**src/rtl/uart_tx_arbiter.sv**
```systemverilog
// Round-robin arbiter sharing one UART transmitter among NUM_REQ byte streams.
// Packets are kept whole by locking the grant until a byte flagged 'last' is sent.
module uart_tx_arbiter #(
    parameter int NUM_REQ     = 4,
    parameter int DATA_W      = 8,
    parameter int ACK_TIMEOUT = 15
) (
    input  logic                      clk_i,
    input  logic                      rst_i,
    input  logic [NUM_REQ-1:0]        req_valid_i,
    input  logic [NUM_REQ*DATA_W-1:0] req_data_i,
    input  logic [NUM_REQ-1:0]        req_last_i,
    output logic [NUM_REQ-1:0]        req_ready_o,
    output logic                      uart_start_o,
    output logic [DATA_W-1:0]         uart_data_o,
    input  logic                      uart_rdy_tx_i,
    output logic [NUM_REQ-1:0]        grant_o,
    output logic                      busy_o,
    output logic                      err_o,
    input  logic                      err_clr_i
);

    localparam int IDX_W = (NUM_REQ > 1) ? $clog2(NUM_REQ) : 1;
    localparam int CNT_W = (ACK_TIMEOUT > 0) ? $clog2(ACK_TIMEOUT + 1) : 1;
    localparam logic [CNT_W-1:0] CNT_MAX  = CNT_W'(ACK_TIMEOUT);
    localparam logic [IDX_W-1:0] IDX_LAST = IDX_W'(NUM_REQ - 1);

    typedef enum logic [1:0] {
        ST_IDLE      = 2'd0,
        ST_START     = 2'd1,
        ST_WAIT_LOW  = 2'd2,
        ST_WAIT_HIGH = 2'd3
    } state_e;

    function automatic logic [IDX_W-1:0] idx_next(input logic [IDX_W-1:0] idx);
        logic [IDX_W-1:0] nxt;
        if (idx == IDX_LAST) begin
            nxt = {IDX_W{1'b0}};
        end else begin
            nxt = idx + IDX_W'(1'b1);
        end
        return nxt;
    endfunction

    function automatic logic [NUM_REQ-1:0] onehot(input logic [IDX_W-1:0] idx);
        logic [NUM_REQ-1:0] vec;
        vec      = {NUM_REQ{1'b0}};
        vec[idx] = 1'b1;
        return vec;
    endfunction

    state_e              state_q, state_d;
    logic [IDX_W-1:0]    ptr_q, ptr_d;
    logic [IDX_W-1:0]    owner_q, owner_d;
    logic                lock_q, lock_d;
    logic [CNT_W-1:0]    cnt_q, cnt_d;
    logic [NUM_REQ-1:0]  grant_q, grant_d;
    logic [DATA_W-1:0]   data_q, data_d;
    logic                start_q, start_d;
    logic                busy_q, busy_d;
    logic                err_q, err_d;

    logic [IDX_W-1:0]    rr_win_s;
    logic [IDX_W-1:0]    scan_idx_s;
    logic                rr_found_s;
    logic [IDX_W-1:0]    win_s;
    logic                cand_ok_s;
    logic [DATA_W-1:0]   win_data_s;
    logic                win_last_s;
    logic                accept_s;
    logic                timeout_s;
    logic [CNT_W-1:0]    cnt_inc_s;
    logic [NUM_REQ-1:0]  req_ready_s;

    // Round-robin search starting at the pointer, wrapping past the top requester.
    always_comb begin
        rr_found_s = 1'b0;
        rr_win_s   = ptr_q;
        scan_idx_s = ptr_q;
        for (int i = 0; i < NUM_REQ; i++) begin
            if (!rr_found_s && req_valid_i[scan_idx_s]) begin
                rr_found_s = 1'b1;
                rr_win_s   = scan_idx_s;
            end else begin
                rr_found_s = rr_found_s;
            end
            scan_idx_s = idx_next(scan_idx_s);
        end
    end

    // While locked only the owner may send, even if it has nothing to offer.
    always_comb begin
        if (lock_q) begin
            win_s     = owner_q;
            cand_ok_s = req_valid_i[owner_q];
        end else begin
            win_s     = rr_win_s;
            cand_ok_s = rr_found_s;
        end
    end

    // Select the winning requester's byte and last flag.
    always_comb begin
        win_data_s = {DATA_W{1'b0}};
        win_last_s = 1'b0;
        for (int r = 0; r < NUM_REQ; r++) begin
            if (win_s == IDX_W'(r)) begin
                win_data_s = req_data_i[r*DATA_W +: DATA_W];
                win_last_s = req_last_i[r];
            end else begin
                win_data_s = win_data_s;
                win_last_s = win_last_s;
            end
        end
    end

    // Acceptance needs an idle UART; reset also masks the combinational ready.
    assign accept_s  = (state_q == ST_IDLE) && uart_rdy_tx_i && cand_ok_s && rst_i;
    assign cnt_inc_s = (cnt_q == CNT_MAX) ? cnt_q : (cnt_q + CNT_W'(1'b1));

    // Next-state logic: acceptance, start pulse, handshake tracking and timeout.
    always_comb begin
        state_d     = state_q;
        ptr_d       = ptr_q;
        owner_d     = owner_q;
        lock_d      = lock_q;
        cnt_d       = cnt_q;
        grant_d     = grant_q;
        data_d      = data_q;
        start_d     = 1'b0;
        timeout_s   = 1'b0;
        req_ready_s = {NUM_REQ{1'b0}};
        case (state_q)
            ST_IDLE: begin
                if (accept_s) begin
                    req_ready_s = onehot(win_s);
                    data_d      = win_data_s;
                    grant_d     = onehot(win_s);
                    owner_d     = win_s;
                    start_d     = 1'b1;
                    state_d     = ST_START;
                    if (win_last_s) begin
                        lock_d = 1'b0;
                        ptr_d  = idx_next(win_s);
                    end else begin
                        lock_d = 1'b1;
                        ptr_d  = ptr_q;
                    end
                end else begin
                    state_d = ST_IDLE;
                end
            end
            ST_START: begin
                cnt_d   = {CNT_W{1'b0}};
                state_d = ST_WAIT_LOW;
            end
            ST_WAIT_LOW: begin
                if (!uart_rdy_tx_i) begin
                    state_d = ST_WAIT_HIGH;
                end else begin
                    cnt_d = cnt_inc_s;
                    // UART never acknowledged: drop the byte and move past the owner.
                    if (cnt_inc_s == CNT_MAX) begin
                        timeout_s = 1'b1;
                        lock_d    = 1'b0;
                        ptr_d     = idx_next(owner_q);
                        grant_d   = {NUM_REQ{1'b0}};
                        state_d   = ST_IDLE;
                    end else begin
                        state_d = ST_WAIT_LOW;
                    end
                end
            end
            ST_WAIT_HIGH: begin
                if (uart_rdy_tx_i) begin
                    state_d = ST_IDLE;
                    if (lock_q) begin
                        grant_d = grant_q;
                    end else begin
                        grant_d = {NUM_REQ{1'b0}};
                    end
                end else begin
                    state_d = ST_WAIT_HIGH;
                end
            end
            default: begin
                state_d = ST_IDLE;
                lock_d  = 1'b0;
                grant_d = {NUM_REQ{1'b0}};
            end
        endcase

        if (timeout_s) begin
            err_d = 1'b1;
        end else if (err_clr_i) begin
            err_d = 1'b0;
        end else begin
            err_d = err_q;
        end
        busy_d = (state_d != ST_IDLE);
    end

    // State and output registers.
    always_ff @(posedge clk_i or negedge rst_i) begin
        if (!rst_i) begin
            state_q <= ST_IDLE;
            ptr_q   <= {IDX_W{1'b0}};
            owner_q <= {IDX_W{1'b0}};
            lock_q  <= 1'b0;
            cnt_q   <= {CNT_W{1'b0}};
            grant_q <= {NUM_REQ{1'b0}};
            data_q  <= {DATA_W{1'b0}};
            start_q <= 1'b0;
            busy_q  <= 1'b0;
            err_q   <= 1'b0;
        end else begin
            state_q <= state_d;
            ptr_q   <= ptr_d;
            owner_q <= owner_d;
            lock_q  <= lock_d;
            cnt_q   <= cnt_d;
            grant_q <= grant_d;
            data_q  <= data_d;
            start_q <= start_d;
            busy_q  <= busy_d;
            err_q   <= err_d;
        end
    end

    assign req_ready_o  = req_ready_s;
    assign uart_start_o = start_q;
    assign uart_data_o  = data_q;
    assign grant_o      = grant_q;
    assign busy_o       = busy_q;
    assign err_o        = err_q;

endmodule

```
**config.mk**
```make
export PLATFORM = sky130hd
export DESIGN_NAME = uart_tx_arbiter
export DESIGN_NICKNAME = d
export VERILOG_FILES = /design/src/rtl/uart_tx_arbiter.sv
export SDC_FILE = /design/constraint.sdc
export NUM_CORES = 1
export LEC_CHECK = 0
export CAP_MARGIN = 20
export CORE_ASPECT_RATIO = 0.8
export CORE_MARGIN = 3
export CORE_UTILIZATION = 35
export CTS_BUF_LIST = sky130_fd_sc_hd__clkbuf_4 sky130_fd_sc_hd__clkbuf_8
export DETAILED_ROUTE_END_ITERATION = 12
export PLACE_DENSITY = 0.62
export SETUP_SLACK_MARGIN = 0.5
export SLEW_MARGIN = 20
export SYNTH_ARGS = -nofsm -noshare
export SYNTH_HDL_FRONTEND = slang
export SYNTH_SLANG_ARGS = --single-unit
export TNS_END_PERCENT = 30
```
**constraint.sdc**
```tcl
create_clock -name clk_i -period 4 [get_ports clk_i]
set_input_delay 0.8 -clock clk_i [delete_from_list [all_inputs] [get_ports clk_i]]
set_output_delay 0.8 -clock clk_i [all_outputs]
set_load 0.02 [all_outputs]
```
==> flow_summary.json <==
{
  "synth_xor_area_share_pct": 0.424,
  "ctsHoldBuffers": 0,
  "cts_sinks": 26,
  "synth_top_family_by_area": "compound AO/OA/AOI/OAI gates",
  "ys_async_sr_fraction_pct": 100,
  "hp-class": "flop to flop",
  "finClkSkew_ps": 8.98,
  "drc": 0,
  "yosysSeqAreaShare_pct": 31.5,
  "drive_above_1_share_pct": 27.0,
  "hold_path_depth": 1,
  "synthMuxAreaShare_pct": 11.3,
  "synth-edff-count": 0,
  "grt-ovfl-total": 0,
  "maxSlewHeadroom_pct": 59.8,
  "synthTopCellsByArea": "dfrtp_1 32%, a21oi_1 6.5%, nor2_1 4.4%",
  "path_delay_family": "compound AO/OA/AOI/OAI gates",
  "yosys.area_share.simple_pct": 21.2,
  "cp_common_cell": "buf_6",
  "final_nets": 367,
  "dp.cells": 381,
  "wl_um": 6060,
  "placed_area_um2": 2930,
  "syn_to_final_growth_pct": 54.0,
  "avgRoutedWirePerCell_um": 15.4,
  "p_leak_nw": 1.36,
  "placementRows": 24,
  "synth-seq-cells": 26,
  "fin_crit_ps": 3810,
  "syn_area_um2": 2060,
  "drt_pre_antenna_iters": 4,
  "die_height_um": 74.7,
  "grt_pass1_wl_um": 9700,
  "cts_buffers": 3,
  "ys.flop_type": "dfrtp_1",
  "worst_slew_pin_slew_ps": 597,
  "die-area_um2": 6860,
  "max_cap_violations": 0,
  "place_congestion": 0.865,
  "synth_fa_ha_area_share_pct": 4.24,
  "postSynthCellCount": 227,
  "max-vdd-ir-drop_v": 0.000435,
  "grt_max_degree": 28,
  "portBuffers": 62,
  "clk_pin_slew_ps": 100,
  "netlist.area_leader.share_pct": 31.5,
  "instances_no_fill": 393,
  "initial_core_util_pct": 36.9,
  "cts_buffer_depth": 2,
  "crit_path_top_delay_cell": "a221o_1",
  "yosysWarnings": 0,
  "slowest_delay_ps": 360,
  "cp-start-kind": "primary input",
  "finalMaxSlewViolations": 0,
  "min_period_over_period_pct": 95.3,
  "setup_violations": 0,
  "p_per_area_nw_per_um2": 940,
  "grt_use_met2_pct": 26.5,
  "r2r_slack_ps": 280,
  "max_freq_mhz": 262,
  "routed_via_density": 5.26,
  "cts_root_buf": "clkbuf_8",
  "met1_usage_pct": 26.9,
  "status": "complete, no violations",
  "cts_tree": "done",
  "critPathKind": "primary input to output pin",
  "crit_required_ps": 3200,
  "hold_viol": 0,
  "synth_compound_area_share_pct": 26.0,
  "ant_nets": 0,
  "ys_types": 52,
  "htree_levels": 1,
  "grt_antenna_before_repair": 0,
  "critical_path_depth": 11,
  "clk-insertion-delay-late_ps": 270,
  "crit_chain": "clkdlybuf4s15_1, buf_6, a211o_1, a21o_1, a32o_2, a221o_1, o21a_1, buf_6, ha_4, and2_4, buf_6",
  "synth_area_per_cell_um2": 9.09,
  "die_w_um": 91.8,
  "antennaDiodeCount": 0,
  "yosys.area.top_type": "dfrtp_1",
  "groute.usage.overall_pct": 17.5,
  "grt_pass1_vias": 1910,
  "grt.met3_usage_pct": 2.50,
  "pin_count": 63,
  "worstPathMaxFanout": 5,
  "dp_hpwl_um": 4470,
  "rsz0062_at_grt": "yes",
  "coreArea_um2": 5590,
  "path_buf_inv": 4,
  "worstPathArrival_ps": 3010,
  "endpoint_kind": "output pin",
  "busiest_layer": "met1",
  "syn-num-nets": 278,
  "vias": 2067,
  "final_area_um2": 3180,
  "drt_first_iter_violations": 112,
  "reg2regPathDepth": 15
}
-- layer usage --
layer  part of all wire (%)  vias to the layer above  wire (um)
met5                      0                        -          0
met4                   0.56                        0         34
met3                    3.7                        2        222
met2                     48                       43       2900
met1                     48                      995       2900
li1                       -                     1027          -
-- cells in the final DEF, fill, tap and decap left out, types with 2 or more instances in the layout --
master / instances
a21o_1: 8
a21oi_1: 27
a221oi_1: 9
and2_4: 3
buf_4: 33
buf_6: 7
clkbuf_8: 3
clkdlybuf4s15_2: 3
clkdlybuf4s50_1: 54
dfrtp_1: 26
ha_1: 3
ha_2: 2
ha_4: 2
inv_1: 5
mux2_2: 5
mux2_4: 4
mux2i_1: 3
mux2i_2: 2
mux4_2: 2
nand2_1: 11
nand2b_1: 2
nand3_1: 5
nand3b_1: 4
nor2_1: 24
nor2b_1: 10
nor3_1: 11
nor4bb_1: 2
o21ai_0: 4
o22ai_1: 3
o31ai_1: 4
or2_2: 2
-- repair_timing --
item | 4_1_cts | 5_1_grt
buffers inserted | 5 | 2
resized for setup | 48 | 10
hold endpoints to repair | 0 | 0
endpoints found under the setup margin | 15 | 15
pin swaps | 9 | 7
gates cloned | 1 | 0
-- worst register-to-register path: stages (launching register included) --
cell and delay (ps):
dfrtp_1 420, ha_4 350, mux2i_1 90, mux2_4 300
a21o_1 180, a32o_2 250, a221o_1 360, o21a_1 230
ha_1 220, buf_6 150, nor2b_4 110, a221oi_1 80
o31ai_1 240, buf_4 170, o2111ai_4 110, mux2_4 340
-- cells in the mapped netlist (4+ instances only) --
cell type / count
a221oi_1: 9
o31ai_1: 4
a21o_1: 8
and2_1: 4
nand3b_1: 4
nand3_1: 5
nor3_1: 11
ha_1: 7
mux2i_1: 5
clkbuf_1: 7
dfrtp_1: 26
mux2_2: 7
a21oi_1: 27
nand2_1: 11
nor2b_1: 12
inv_1: 5
nor2_1: 24
o21ai_0: 5
-- state kept, by name, indices dropped and copies added, names as in the netlist --
signal and cells:
ptr_q 2, cnt_q 4, busy_o 1, grant_o 4
lock_q 1, uart_start_o 1, state_q 2, uart_data_o 8
owner_q 2, err_o 1
-- where the power goes --
part	internal [W]	switching, W	total (W)
combinational	0.00115	0.00112	0.00227
sequential	0.000372	0.000127	0.000499
clock	0.000134	0.0000848	0.000219
total	0.00166	0.00133	0.00299
-- worst paths after layout --
path | from | end
setup / recovery | req_valid_i[1] | req_ready_o[3]
hold / removal | grant_o[2]$_DFFE_PN0P_ | grant_o[2]$_DFFE_PN0P_
setup reg to reg | ptr_q[0]$_DFFE_PN0P_ | ptr_q[0]$_DFFE_PN0P_
hold reg to reg | grant_o[2]$_DFFE_PN0P_ | grant_o[2]$_DFFE_PN0P_
max in group asynchronous | rst_i | uart_data_o[7]$_DFFE_PN0P_
min in group asynchronous | rst_i | cnt_q[1]$_DFFE_PN0P_
-- area by class of cell --
| type | instances | area [um2] |
|---|---|---|
| fillers | 493 | 2410 |
| multi-input cells | 181 | 1420 |
| repair buffers | 99 | 916 |
| flip-flops and latches | 26 | 651 |
| well taps | 78 | 97.6 |
| clock buffers | 3 | 41.3 |
| clock inverters | 1 | 30.0 |
| inverters | 5 | 18.8 |
-- cells by family (layout without fill, tap and decap cells) --
kind of cell,after synthesis,in the layout
buffers and inverters,20,108
AOI/OAI and AO/OA,73,73
and+or+nand+nor,83,83
adders and majority gates,7,7
muxes,17,17
DFF,26,26
xor gates and xnor gates,1,1
-- stage by stage --
step	TNS (ps)	util, %	total power, W	worst slack, ps	hold WS [ps]
finish	0	56.9	0.00299	190	490
global route	0	56.9	0.00324	104	520
CTS	0	55.7	0.00287	230	495
detailed placement	-2990	52.5	0.00249	-567	472
global placement	-2600	52.5	0.00247	-516	461
floorplan	0	-	0.00187	403	504
Power figures use the tool's default switching activity.
==> patch 1 (config.mk and constraints unchanged) <==
The parameter `DATA_W` goes from 8 to 10.
--- a/src/rtl/uart_tx_arbiter.sv
+++ b/src/rtl/uart_tx_arbiter.sv
@@ -2,7 +2,7 @@
 // Packets are kept whole by locking the grant until a byte flagged 'last' is sent.
 module uart_tx_arbiter #(
     parameter int NUM_REQ     = 4,
-    parameter int DATA_W      = 8,
+    parameter int DATA_W      = 10,
     parameter int ACK_TIMEOUT = 15
 ) (
     input  logic                      clk_i,
Interface: changed (resized req_data_i and uart_data_o); port bits go from 63 to 73. The function was not compared with the original's and may differ.
==> patch 1 against the unedited design <==
  * Area after synthesis increased by 18%
  * Final area increased by 15%
  * Synthesized cell count increased by 19%
  * Critical path depth is 1 lower
  * Global-route usage hardly changed
  * Routed wire length grew 17%
  * Sequential cell count increased by 2
  * Total power grew 23%
  * Setup slack improved by 0.25 ns
  * Combinational power rose by 27%
  * Sequential power is 9.2% higher
  * Die area is 17% higher
  * Fmax grew 7.1%
  * Largest cell class unchanged
==> patch 1: results (changes against the unedited design) <==
wl_met3_um: 371  # was 222 um
m1WireLength_mm: 3.45  # was 2.90 mm
ir_worst_vdd_v: 0.000597  # was 0.000435 V
first_iter_violations: 227  # was 112
grt_usage: 0.175  # about the same
largest_reg_flops: 10  # was 8
combPwrFrac: 0.789  # was 0.760
dp_cells: 438  # was 381
cp_max_fo: 8  # was 5
status: "finished, final reports clean"  # unchanged
power.share.clock: 0.062  # was 0.073
netlist_top_cells_count: "dfrtp_1 (28), a21oi_1 (25), nand2_1 (19)"  # was a21oi_1 (27), dfrtp_1 (26), nor2_1 (24)
grt_use_met1: 0.263  # was 0.269
dr_wl_met2_mm: 3.22  # was 2.90 mm
synth_compound_area_frac: 0.297  # was 0.260
p_sw_mw: 1.68  # was 1.33 mW
first_global_vias: 2234  # was 1910
syn-num-nets: 329  # was 278
io_buffers: 72  # was 62
synth.mux.area_fraction: 0.0602  # was 0.113
p_leak_nw: 1.50  # was 1.36 nW
arrival_ns: 2.76  # was 3.01 ns
netlist_top_cells_area: "dfrtp_1 (29%), a21oi_1 (5.1%), ha_1 (3.6%)"  # was dfrtp_1 (32%), a21oi_1 (6.5%), nor2_1 (4.4%)
hpwl_mm: 5.16  # was 4.47 mm
synth_fa_ha_area_frac: 0.0360  # was 0.0424
grt_use_met2: 0.256  # was 0.265
dp_slack_ns: -0.360  # was -0.567 ns
synth_cell_types: 70  # was 52
place_congestion: 0.839  # was 0.865
fin_skew_ns: 0.00385  # was 0.00898 ns
synth_xor_area_frac: 0.0108  # was 0.00424
-- patch 1: critical path, cell delays in order (launching register included) --
cell and delay (ns):
dfrtp_1 0.43, ha_4 0.31, buf_4 0.19, xnor2_1 0.31
a2bb2oi_1 0.23, o32a_1 0.22, a221oi_4 0.09, a21oi_2 0.21
ha_2 0.23, and2_4 0.15, buf_6 0.11
-- patch 1: cell type report --
cell class,instances,share of cell area
clock buffers,3,0.0113
clock inverters,1,0.00824
inverters,10,0.0110
multi-input cells,211,0.449
flip-flops and latches,28,0.192
well taps,84,0.0288
repair buffers,116,0.300
-- patch 1: timing repair --
action / in CTS / in global routing
pin swaps: 7 / 12
resized for setup: 65 / 10
gates cloned: 1 / 0
setup buffers: 7 / 3
setup endpoints to repair: 16 / 10
-- patch 1: final timing paths --
| kind | startpoint | endpoint | slack [ns] | depth (start not counted) |
|---|---|---|---|---|
| max in group asynchronous | rst_i | uart_data_o[4]$_DFFE_PN0P_ | 2.73 | 2 |
| min in group asynchronous | rst_i | cnt_q[1]$_DFFE_PN0P_ | 0.99 | 2 |
| hold reg to reg | grant_o[3]$_DFFE_PN0P_ | grant_o[3]$_DFFE_PN0P_ | 0.49 | 1 |
| hold / removal | grant_o[3]$_DFFE_PN0P_ | grant_o[3]$_DFFE_PN0P_ | 0.49 | 1 |
| setup reg to reg | ptr_q[0]$_DFFE_PN0P_ | ptr_q[1]$_DFFE_PN0P_ | 0.50 | 15 |
| setup / recovery | ptr_q[0]$_DFFE_PN0P_ | req_ready_o[0] | 0.44 | 10 |
==> patch 2 (same settings) <==
Without the edit above. The 4 states of `state_e` get a one-hot encoding in 4 bits.
--- a/src/rtl/uart_tx_arbiter.sv
+++ b/src/rtl/uart_tx_arbiter.sv
@@ -25,11 +25,11 @@
     localparam logic [CNT_W-1:0] CNT_MAX  = CNT_W'(ACK_TIMEOUT);
     localparam logic [IDX_W-1:0] IDX_LAST = IDX_W'(NUM_REQ - 1);
 
-    typedef enum logic [1:0] {
-        ST_IDLE      = 2'd0,
-        ST_START     = 2'd1,
-        ST_WAIT_LOW  = 2'd2,
-        ST_WAIT_HIGH = 2'd3
+    typedef enum logic [3:0] {
+        ST_IDLE      = 4'b0001,
+        ST_START     = 4'b0010,
+        ST_WAIT_LOW  = 4'b0100,
+        ST_WAIT_HIGH = 4'b1000
     } state_e;
 
     function automatic logic [IDX_W-1:0] idx_next(input logic [IDX_W-1:0] idx);
Check against the original RTL: same outputs for any inputs over 10 cycles, from zero or initial values and one cycle with rst_i low; not proved beyond that.
==> patch 2 against the unedited design <==
  * Area after synthesis increased by 6.1%
  * Routed wire length increased by 14%
  * Total power increased by 6.8%
  * Count of clock-buffer cells in the layout unchanged
  * Non-clock buffer count increased by 8
  * Final area increased by 6.3%
  * Sequential cell count increased by 1
  * Sequential power decreased by 4.8%
  * Setup slack improved by 0.091 ns
  * Critical path type is now primary input to flip-flop
==> patch 2: results (changes against the unedited design) <==
grt_pass1_wl_mm: 11.1  # was 9.70 mm
synth_area_mm2: 0.00219  # was 0.00206 mm2
m1WireLength_mm: 3.36  # was 2.90 mm
ir_worst_vdd_v: 0.000676  # was 0.000435 V
cts_resized: 46  # was 48
timing.hold.ws_ns: 0.490  # about the same
bufAreaShareNonClock: 0.290  # was 0.288
grt_use_met3: 0.0490  # was 0.0250
p_leak_nw: 1.40  # was 1.36 nW
pg_comb_mw: 2.55  # was 2.27 mW
wl_met3_um: 509  # was 222 um
netlist_instances: 263  # was 227
first_iter_violations: 151  # was 112
dr.pass1.iters: 5  # was 4
place_area_mm2: 0.00312  # was 0.00293 mm2
seq_share: 0.200  # was 0.205
num-nets-final: 407  # was 367
netlist_top_cells_count: "a21oi_1 (29), dfrtp_1 (26), nand2_1 (19), nor2_1 (19), clkbuf_1 (15)"  # was a21oi_1 (27), dfrtp_1 (26), nor2_1 (24)
hpwl_mm: 5.16  # was 4.47 mm
fmax_ghz: 0.269  # was 0.262 GHz
hold_end: "grant_o[3]$_DFFE_PN0P_"  # was grant_o[2]$_DFFE_PN0P_
vias_per_cell: 5.27  # was 5.26
ys_seq_area_frac: 0.309  # was 0.315
fin_skew_ns: 0.00715  # was 0.00898 ns
p_clk_mw: 0.164  # was 0.219 mW
buffers: 107  # was 99
grt_use_met1: 0.288  # was 0.269
cp_max_fo: 6  # was 5
status: "finished, final reports clean"  # unchanged
worstRegToRegCells: 14  # was 15
p_sw_mw: 1.46  # was 1.33 mW
crit_path_end_kind: "flip-flop"  # was output port
ys_seq_elements: 27  # was 26
multi_input_area_mm2: 0.00152  # was 0.00142 mm2
netlist_top_cells_area: "dfrtp_1 (30%), a21oi_1 (6.6%), mux2i_1 (4.1%)"  # was dfrtp_1 (32%), a21oi_1 (6.5%), nor2_1 (4.4%)
rr_startpoint: "ptr_q[1]$_DFFE_PN0P_"  # was ptr_q[0]$_DFFE_PN0P_
min_from: "grant_o[3]$_DFFE_PN0P_"  # was grant_o[2]$_DFFE_PN0P_
inv_count: 14  # was 5
nFillCells: 521  # was 493
wirelength_mm: 6.93  # was 6.06 mm
synth_cell_types: 60  # was 52
crit_path_start: "req_valid_i[2]"  # was req_valid_i[1]
tightest_slew_ns: 0.560  # was 0.597 ns
r2r_end: "ptr_q[1]$_DFFE_PN0P_"  # was ptr_q[0]$_DFFE_PN0P_
patch 2: cell count changes in the layout (fill, tap and decap cells not counted), moves of 4 or more:
cell / delta
inv_1: +9
buf_4: +8
a21o_1: -7
nand2_1: +7
mux2i_1: +6
nor2_1: -5
nand2b_1: +4
patch 2: critical path, cell delays in order:
cell and delay, ns:
clkdlybuf4s15_2 0.23, mux4_2 0.56, or4b_4 0.57, nand3_4 0.12, buf_6 0.12, o21ai_4 0.07, ha_4 0.18, buf_6 0.11
nor2b_4 0.11, a22o_1 0.22, o311ai_2 0.23, o21ai_1 0.10, and3_4 0.20, mux2_4 0.28
patch 2: kinds of logic after synthesis:
kind of cell,count (synthesis),share of synthesized area
AOI/OAI and AO/OA,83,0.257
xor gates and xnor gates,4,0.0160
and+or+nand+nor,95,0.235
muxes,14,0.0806
buffers and inverters,33,0.0617
adders and majority gates,7,0.0400
DFF,27,0.309
